--- config.mk ---
export PLATFORM = sky130hd
export DESIGN_NAME = accum_dump_decim
export DESIGN_NICKNAME = d
export VERILOG_FILES = /design/src/rtl/accum_dump_decim_pkg.sv /design/src/rtl/accum_dump_decim_complex_accum.sv /design/src/rtl/accum_dump_decim.sv
export SDC_FILE = /design/constraint.sdc
export NUM_CORES = 1
export LEC_CHECK = 0
export CAP_MARGIN = 20
export CORE_MARGIN = 5
export CORE_UTILIZATION = 55
export CTS_CLUSTER_DIAMETER = 150
export CTS_CLUSTER_SIZE = 10
export DETAILED_ROUTE_END_ITERATION = 10
export PLACE_DENSITY = 0.81
export SLEW_MARGIN = 20
export SYNTH_ARGS = -nofsm -noshare
export SYNTH_HDL_FRONTEND = slang
export SYNTH_SLANG_ARGS = --single-unit
export TNS_END_PERCENT = 5
--- constraint.sdc ---
create_clock -name clk -period 3.5 [get_ports clk]
set_input_delay 0.875 -clock clk [delete_from_list [all_inputs] [get_ports clk]]
set_output_delay 0.875 -clock clk [all_outputs]
set_load 0.01 [all_outputs]
--- src/rtl/accum_dump_decim_pkg.sv ---
// Shared definitions for the integrate-and-dump decimator: complex-split helpers
// and the decimation bound.
package accum_dump_decim_pkg;

  // Largest supported log2 decimation factor.
  localparam int unsigned MaxLogDecim = 8;

  // Width of one component (re or im) of a WDTH-bit complex sample.
  function automatic int unsigned half_width(input int unsigned w);
    return w / 2;
  endfunction

  // Real part occupies the upper half of the sample.
  function automatic int unsigned re_msb(input int unsigned w);
    return w - 1;
  endfunction

  function automatic int unsigned re_lsb(input int unsigned w);
    return w / 2;
  endfunction

  // Imaginary part occupies the lower half; its lsb is always bit 0.
  function automatic int unsigned im_msb(input int unsigned w);
    return w / 2 - 1;
  endfunction

endpackage

--- src/rtl/accum_dump_decim_complex_accum.sv ---
// Single-component signed accumulator with load/add enables. dout is the
// arithmetically shifted value of the accumulator *including* this cycle's
// input, so the top level can capture the block average on the completing sample.
module accum_dump_decim_complex_accum
  import accum_dump_decim_pkg::*;
#(
  parameter int unsigned IW       = 16,
  parameter int unsigned LOGDECIM = 2
) (
  input  logic          clk,
  input  logic          rst,
  input  logic [IW-1:0] din,
  input  logic          load,
  input  logic          add,
  output logic [IW-1:0] dout
);

  // Growth of LOGDECIM bits makes overflow impossible over one block.
  localparam int unsigned AW = IW + LOGDECIM;

  logic signed [AW-1:0] ext;
  logic signed [AW-1:0] acc_q, acc_d;

  assign ext = AW'($signed(din));

  // Next accumulator value: load starts a block, add integrates into it.
  always_comb begin
    acc_d = acc_q;
    if (load) begin
      acc_d = ext;
    end else if (add) begin
      acc_d = acc_q + ext;
    end
  end

  // Accumulator register.
  always_ff @(posedge clk or posedge rst) begin
    if (rst) begin
      acc_q <= '0;
    end else begin
      acc_q <= acc_d;
    end
  end

  // Arithmetic shift floors toward minus infinity.
  assign dout = IW'(acc_d >>> LOGDECIM);

endmodule

--- src/rtl/accum_dump_decim.sv ---
// Integrate-and-dump decimator for complex samples: averages each block of
// 2**LOGDECIM valid samples and emits one sample carrying the first sample's
// metadata. error is sticky and flags metadata changes inside a block.
module accum_dump_decim
  import accum_dump_decim_pkg::*;
#(
  parameter int unsigned WDTH     = 32,
  parameter int unsigned MWDTH    = 1,
  parameter int unsigned LOGDECIM = 2
) (
  input  logic             clk,
  input  logic             rst,
  input  logic [WDTH-1:0]  in_data,
  input  logic             in_nd,
  input  logic [MWDTH-1:0] in_m,
  output logic [WDTH-1:0]  out_data,
  output logic             out_nd,
  output logic [MWDTH-1:0] out_m,
  output logic             error
);

  localparam int unsigned HalfW = half_width(WDTH);
  localparam int unsigned ReMsb = re_msb(WDTH);
  localparam int unsigned ReLsb = re_lsb(WDTH);
  localparam int unsigned ImMsb = im_msb(WDTH);
  localparam int unsigned Decim = 1 << LOGDECIM;
  // Keep the counter at least one bit wide; with LOGDECIM=0 it simply stays 0.
  localparam int unsigned CntW  = (LOGDECIM > 0) ? LOGDECIM : 1;
  localparam logic [CntW-1:0] CntLast = CntW'(Decim - 1);

  if (LOGDECIM > MaxLogDecim) begin : gen_bad_logdecim
    $error("LOGDECIM out of range");
  end
  if ((WDTH % 2) != 0) begin : gen_bad_wdth
    $error("WDTH must be even");
  end

  logic [CntW-1:0]  cnt_q, cnt_d;
  logic [MWDTH-1:0] m_cap_q, m_cap_d;
  logic             err_q, err_d;
  logic [WDTH-1:0]  out_data_q, out_data_d;
  logic             out_nd_q, out_nd_d;
  logic [MWDTH-1:0] out_m_q, out_m_d;

  logic             first, last;
  logic             acc_load, acc_add;
  logic [HalfW-1:0] avg_re, avg_im;

  assign first    = (cnt_q == '0);
  assign last     = (cnt_q == CntLast);
  assign acc_load = in_nd & first;
  assign acc_add  = in_nd & ~first;

  accum_dump_decim_complex_accum #(
    .IW       (HalfW),
    .LOGDECIM (LOGDECIM)
  ) u_acc_re (
    .clk  (clk),
    .rst  (rst),
    .din  (in_data[ReMsb:ReLsb]),
    .load (acc_load),
    .add  (acc_add),
    .dout (avg_re)
  );

  accum_dump_decim_complex_accum #(
    .IW       (HalfW),
    .LOGDECIM (LOGDECIM)
  ) u_acc_im (
    .clk  (clk),
    .rst  (rst),
    .din  (in_data[ImMsb:0]),
    .load (acc_load),
    .add  (acc_add),
    .dout (avg_im)
  );

  // Next state: count samples, capture/check metadata, dump on block completion.
  always_comb begin
    cnt_d      = cnt_q;
    m_cap_d    = m_cap_q;
    err_d      = err_q;
    out_data_d = out_data_q;
    out_nd_d   = 1'b0;
    out_m_d    = out_m_q;
    if (in_nd) begin
      cnt_d = last ? '0 : cnt_q + 1'b1;
      if (first) begin
        m_cap_d = in_m;
      end else if (in_m != m_cap_q) begin
        err_d = 1'b1;
      end
      if (last) begin
        out_nd_d   = 1'b1;
        out_data_d = {avg_re, avg_im};
        // With a single-sample block the capture register is not yet loaded.
        out_m_d    = first ? in_m : m_cap_q;
      end
    end
  end

  // State and output registers.
  always_ff @(posedge clk or posedge rst) begin
    if (rst) begin
      cnt_q      <= '0;
      m_cap_q    <= '0;
      err_q      <= 1'b0;
      out_data_q <= '0;
      out_nd_q   <= 1'b0;
      out_m_q    <= '0;
    end else begin
      cnt_q      <= cnt_d;
      m_cap_q    <= m_cap_d;
      err_q      <= err_d;
      out_data_q <= out_data_d;
      out_nd_q   <= out_nd_d;
      out_m_q    <= out_m_d;
    end
  end

  assign out_data = out_data_q;
  assign out_nd   = out_nd_q;
  assign out_m    = out_m_q;
  assign error    = err_q;

endmodule

==> impl_metrics.csv, run 1 <==
group,metric,value,unit
routing,routedWlPerCell,15.90,um
pwr,cellPowerDensity,917.3,nW/um^2
synth,synth_flop_cell,"dfrtp_1",
worst_setup_path,cp.required,3.77,ns
clocking,cts_buffers,9,
routing,viasPerCell,5.864,
min_path,min_path_cells,1,
timing,setup_violations,0,
worst_setup_path,rrSetupSlack,0.95,ns
worst_setup_path,r2r-end,"u_acc_re.acc_q[16]",
min_path,hold_start,"error",
routing,wl,11.66,mm
routing,antenna_left,0,
grt,globalRouteTotalUtil,21.73,%
worst_setup_path,worstPathCellList,"clkdlybuf4s50_1, ha_1, inv_1, fa_1, nor2b_1, o21a_1, o21ai_1, a21oi_1, a21oi_1, or4b_2, nand4_1",
synth,seq_area_frac_synth,38.46,%
worst_setup_path,r2r_cells,10,
placement,io_buffers,70,
flow_run,max-cap-violations,0,
timing,rsz0062_at_grt,"no",
cells_and_area,antenna_cells,0,
min_path,holdPathEnd,"error",
run_status,status,"finished clean",
timing,fin_setup_tns,0,ns
routing,dr_wl_met3,504,um
worst_setup_path,arrival,3.50,ns
synth,syn_area,4815,sq um
routing,m1WireLength,4.921,mm
routing,first_pass_iters,4,
die,fp.coreArea,8636,sq um
synth,netlist-cell-type-count,55,
grt,grt_pass1_wl,19.75,mm
routing,num_vias,4298,
grt,grt_overflow_total,0,
timing,max-slew-margin-rel,35.50,%
die,io-pin-count,71,
synth,ys_async_sr_fraction,100.0,%
worst_setup_path,crit_top_cell,"a21oi_1",
placement,dp_hpwl,8.432,mm
cells_and_area,nets,694,
clocking,cts_tree,"built",
clocking,cts_hold_buffers,0,
clocking,clk_pin_slew,0.07,ns
grt,antenna_found_initial,0,
placement,gp_congestion,0.9684,
routing,highest_layer,"met4",
synth,yosysWarnings,0,
timing,period_minus_slack,3.225,ns
grt,first_global_vias,4335,
worst_setup_path,cpPeakStageDelay,0.64,ns
timing,tightest_slew,0.9676,ns
worst_setup_path,worst-path-max-fanout,3,
grt,grt_start_max_net_pins,52,
pwr,p_leak,2.662,nW
clocking,cts_sinks,74,
synth,synth_fp_nets,616,
worst_setup_path,cp-end-kind,"register",
synth,synth_edf_count,0,
synth,syn_inst,542,
die,rows,34,
routing,drc,0,
die,die_w,103.6,um
die,die-area,10720,sq um
clocking,clk_latency,0.35,ns
routing,drt-initial-drc-count,133,
die,initial_core_util,55.75,%
routing,wl_met2,6.073,mm
clocking,clock_path_buffers,2,
pwr,ir_drop,0.5028,mV
clocking,cts-root-buf,"clkbuf_8",
timing,clock_skew,0.007488,ns
worst_setup_path,cp-start-kind,"input pin",
timing,finalHoldViolations,0,
timing,max_freq,310.0,MHz
worst_setup_path,slowest_stage,"or4b_2",
synth,synth_seq_cells,74,
worst_setup_path,worstSetupPathType,"in2reg",
cells_and_area,area_growth,23.47,%
cells_and_area,drive_above_1_share,8.800,%
clocking,htreeDepth,3,
timing,maxSlewViolCount,0,
timing,period_share,92.15,%
clocking,post-cts-setup-buffers,0,
pwr,power,0.005453,W
synth,syn_area_per_cell,8.883,sq um
min_path,hold_class,"reg2reg",
worst_setup_path,timing.rr.start,"u_acc_re.acc_q[0]",
die,die_h,103.6,um
clocking,ctsResizeCount,0,
-- metrics by stage --
stage | hold WS, ns | setup slack (ns) | std cells | utilization [%] | area [sq um]
2_1_floorplan | 0.4710 | 0.5816 | 542 | - | 4815
3_3_place_gp | 0.4497 | 0.03375 | 717 | 66.33 | 5728
3_5_place_dp | 0.4511 | -0.04972 | 717 | 66.33 | 5728
4_1_cts | 0.4674 | 0.3104 | 733 | 68.84 | 5944
5_1_grt | 0.5047 | 0.01535 | 733 | 68.84 | 5944
6_report | 0.4652 | 0.2747 | 733 | 68.84 | 5944
-- synth_stat cells (7+ instances only) --
cell type,count,area share (%)
dfrtp_1,74,38
a21oi_1,59,6.1
nand2_1,58,4.5
o21ai_0,43,4.5
nor2_1,41,3.2
ha_1,36,9.4
clkbuf_1,23,1.8
inv_1,16,1.2
a21o_1,15,2.3
xor2_1,15,2.7
nor2b_1,14,1.8
mux2i_1,13,2.7
and3_1,12,1.6
nor3_1,12,1.2
o21a_1,12,1.9
nand3_1,8,0.83
o31a_1,8,1.5
a211oi_1,7,1.1
a31oi_1,7,0.91
-- worst max-delay path, delay by kind of cell --
kind | cells | cell delay (ns)
buf+inv | 2 | 0.53
simple gates | 3 | 0.94
fa+ha+maj | 2 | 0.55
compound gates | 4 | 0.58
-- sequential cells by signal, indices dropped and copies added, names as in the netlist --
| name | cells |
|---|---|
| u_acc_im.acc_q | 18 |
| u_acc_re.acc_q | 18 |
| m_cap_q | 1 |
| out_nd | 1 |
| cnt_q | 2 |
| out_data | 32 |
| out_m | 1 |
| error | 1 |
-- logic make-up after synthesis --
group	after synthesis	share of synthesized area, %
compound gates	183	23.81
xor+xnor	18	3.275
buf+inv	40	3.118
flops	74	38.46
fa+ha+maj	38	10.19
mux	19	4.106
simple gates	170	17.05
-- worst max-delay path by stage --
stage	startpoint	endpoint	cells after the start
detailed placement	in_data[16]	out_data[28]	11
finish	in_data[16]	u_acc_re.acc_q[16]	11
CTS	in_data[16]	out_data[28]	11
global placement	in_data[16]	out_data[28]	11
global route	in_data[16]	out_data[28]	11
floorplan	in_data[16]	u_acc_re.acc_q[16]	10
-- metal layers --
| layer | GRT usage, % | up-vias |
|---|---|---|
| li1 | - | 2107 |
| met1 | 25.59 | 2087 |
| met2 | 38.93 | 87 |
| met3 | 5.659 | 17 |
| met4 | 5.811 | 0 |
| met5 | 0 | - |
-- placed cells by master, fill, tap and decap left out, types with 2 or more instances in the layout --
cell / n
a211o_1: 2
a211oi_1: 7
a21boi_0: 3
a21o_1: 15
a21oi_1: 59
a31oi_1: 7
and3_1: 12
buf_4: 20
clkbuf_1: 2
clkbuf_8: 13
clkdlybuf4s50_1: 69
dfrtp_1: 74
fa_1: 2
ha_1: 35
inv_1: 15
mux2_2: 6
mux2i_1: 13
nand2_1: 58
nand2b_1: 6
nand3_1: 8
nor2_1: 41
nor2b_1: 14
nor3_1: 12
nor3b_1: 4
o211ai_1: 2
o21a_1: 12
o21ai_0: 43
o21ai_1: 4
o21bai_1: 4
o311ai_0: 3
o31a_1: 8
o31ai_1: 4
or2_2: 2
or3_1: 2
xnor2_1: 3
xor2_1: 15
-- final cells by class --
| cell class | count | area [sq um] |
|---|---|---|
| multi-input combinational | 428 | 2815 |
| clock buffer | 15 | 186.4 |
| tap | 108 | 135.1 |
| fill | 699 | 2691 |
| clock inverter | 1 | 30.03 |
| sequential | 74 | 1852 |
| timing repair buffer | 91 | 865.8 |
| inverter | 16 | 60.06 |
-- report_power, final --
part | leakage [nW] | switching [W] | internal [W] | total [W]
sequential | 0.883 | 0.000241 | 0.00126 | 0.00150
combinational | 1.67 | 0.00171 | 0.00152 | 0.00324
clock | 0.110 | 0.000308 | 0.000409 | 0.000717
total | 2.66 | 0.00226 | 0.00319 | 0.00545
Note: power is estimated with default switching activity, not from simulation.
==> run 2, diff against run 1 <==
- CORE_UTILIZATION: 55 -> 45
- PLACE_DENSITY: 0.81 -> 0.68
==> run 2 against run 1 <==
  * Clock power decreased by 12%
  * Clock skew decreased by 0.0016 ns
  * Die area increased by 20%
  * Routed wire length increased by 4.6%
  * Critical path depth increased by 1
  * Utilization decreased by 11 points
  * Via count decreased by 1.8%
  * Global-route usage decreased by 2.0 points
  * Sequential share of layout area decreased by 0.098 points
  * Sequential cell count unchanged
  * Register-to-register slack improved by 0.05 ns
  * Highest routed layer unchanged
==> impl_metrics.csv, run 2 (synthesis results as in run 1) <==
group,metric,value,unit
die,rows,37,
worst_setup_path,worst-path-max-fanout,3,
die,die-area,12870,sq um
cells_and_area,fin_util,57.50,%
grt,globalRouteTotalUtil,19.73,%
clocking,clk_latency,0.35,ns
clocking,cts_hold_buffers,0,
cells_and_area,largest_reg_flops,32,
routing,wl,12.19,mm
die,die_h,113.4,um
clocking,clock_path_buffers,2,
worst_setup_path,cp-end-kind,"register",
pwr,cellPowerDensity,900.2,nW/um^2
routing,num_vias,4219,
clocking,cts_tree,"built",
placement,placed_area,5783,sq um
timing,max_freq,317.4,MHz
placement,io_buffers,70,
timing,setup_violations,0,
clocking,post-cts-setup-buffers,0,
pwr,p_switching,0.002300,W
clocking,cts-root-buf,"clkbuf_8",
timing,clock_skew,0.005866,ns
clocking,ctsResizeCount,0,
placement,dp_cells,746,
pwr,p_leak,2.638,nW
timing,tightest_slew,0.6732,ns
cells_and_area,final_cell_mix,"dfrtp_1, clkdlybuf4s50_1, a21oi_1",
worst_setup_path,timing.rr.start,"u_acc_re.acc_q[0]",
die,fp.coreArea,10370,sq um
placement,gp_congestion,0.8667,
routing,drc,0,
worst_setup_path,cp-start-kind,"input pin",
cells_and_area,stdcell_area,5963,sq um
worst_setup_path,endpoint,"u_acc_re.acc_q[14]",
grt,antenna_found_initial,0,
timing,rsz0062_at_grt,"no",
timing,fin_setup_tns,0,ns
clocking,cts_buffers,9,
pwr,intPower,0.003068,W
cells_and_area,fin_cells,762,
worst_setup_path,r2r-end,"u_acc_re.acc_q[14]",
flow_run,max-cap-violations,0,
grt,grt_pass1_wl,20.76,mm
worst_setup_path,worstSetupPathType,"in2reg",
die,initial_core_util,46.43,%
pwr,p_clk_share,11.7,%
clocking,clk_pin_slew,0.08,ns
die,io-pin-count,71,
worst_setup_path,arrival,3.43,ns
grt,grt_start_max_net_pins,75,
worst_setup_path,crit_path_start,"in_data[16]",
worst_setup_path,cp.required,3.78,ns
placement,dp_hpwl,8.667,mm
grt,first_global_vias,4305,
clocking,cts_sinks,74,
routing,viasPerCell,5.537,
routing,first_pass_iters,4,
pwr,seq_power_share,27.7,%
worst_setup_path,r2r_cells,11,
pwr,p_comb_share,60.6,%
routing,drt-initial-drc-count,133,
routing,antenna_left,0,
timing,period_minus_slack,3.151,ns
min_path,hold_class,"reg2reg",
cells_and_area,nets,695,
clocking,htreeDepth,3,
cells_and_area,antenna_cells,0,
run_status,status,"finished clean",
cells_and_area,layout_commonest_cell,"dfrtp_1",
timing,max-slew-margin-rel,55.12,%
timing,whs,0.4648,ns
grt,grt_overflow_total,0,
routing,routedWlPerCell,16.00,um
die,die_w,113.4,um
timing,finalHoldViolations,0,
timing,maxSlewViolCount,0,
worst_setup_path,rrSetupSlack,1.00,ns
cells_and_area,area_growth,23.86,%
pwr,ir_drop,0.4245,mV
pwr,swShare,42.84,%
cells_and_area,drive_above_1_share,9.265,%
timing,period_share,90.02,%
-- run 2: final cells by class --
cell class              count  area [sq um]
clock buffers              10         137.6
clock inverters             6         42.54
fillers                   968          4407
inverters                  16         60.06
multi-input cells         428          2815
flip-flops and latches     74          1852
well taps                 136         170.2
repair buffers             92         885.9
-- run 2: power groups by stage --
stage | clock network (W) | registers [W] | logic (W)
floorplan | 0 | 0.00154 | 0.00213
global placement | 0 | 0.00149 | 0.00318
detailed placement | 0 | 0.00150 | 0.00325
CTS | 0.000655 | 0.00149 | 0.00327
global route | 0.000696 | 0.00155 | 0.00363
finish | 0.000628 | 0.00149 | 0.00325
-- run 2: critical path: stages --
cell	delay [ns]
clkdlybuf4s50_1	0.48
ha_1	0.17
inv_1	0.06
fa_1	0.37
nor2b_1	0.17
o21a_1	0.18
o21ai_1	0.11
a2111oi_0	0.40
buf_4	0.18
nor3_1	0.04
o31a_1	0.25
a21oi_1	0.14
-- run 2: how the worst min path moves through the flow --
stage                 startpoint           endpoint  slack (ns)  cells past startpoint
2_1_floorplan  u_acc_im.acc_q[5]  u_acc_im.acc_q[5]        0.47                      1
3_3_place_gp               error              error        0.45                      1
3_5_place_dp               error              error        0.45                      1
4_1_cts                    error              error        0.47                      1
5_1_grt                    error              error        0.49                      1
6_report                   error              error        0.46                      1
-- run 2: routing by layer --
metal  vias up  part of all wire (%)  global-route usage, %
met3        13                   2.9                  3.236
met4         0                  0.99                  4.888
met1      2029                    45                  24.50
li1       2111                     -                      -
met2        66                    51                  35.70
met5         -                     0                      0
-- run 2: through the flow --
stage | worst slack [ns] | total power, W
2_1_floorplan | 0.5816 | 0.003670
3_3_place_gp | 0.01718 | 0.004675
3_5_place_dp | 0.01149 | 0.004757
4_1_cts | 0.3771 | 0.005416
5_1_grt | 0.1511 | 0.005879
6_report | 0.3492 | 0.005368
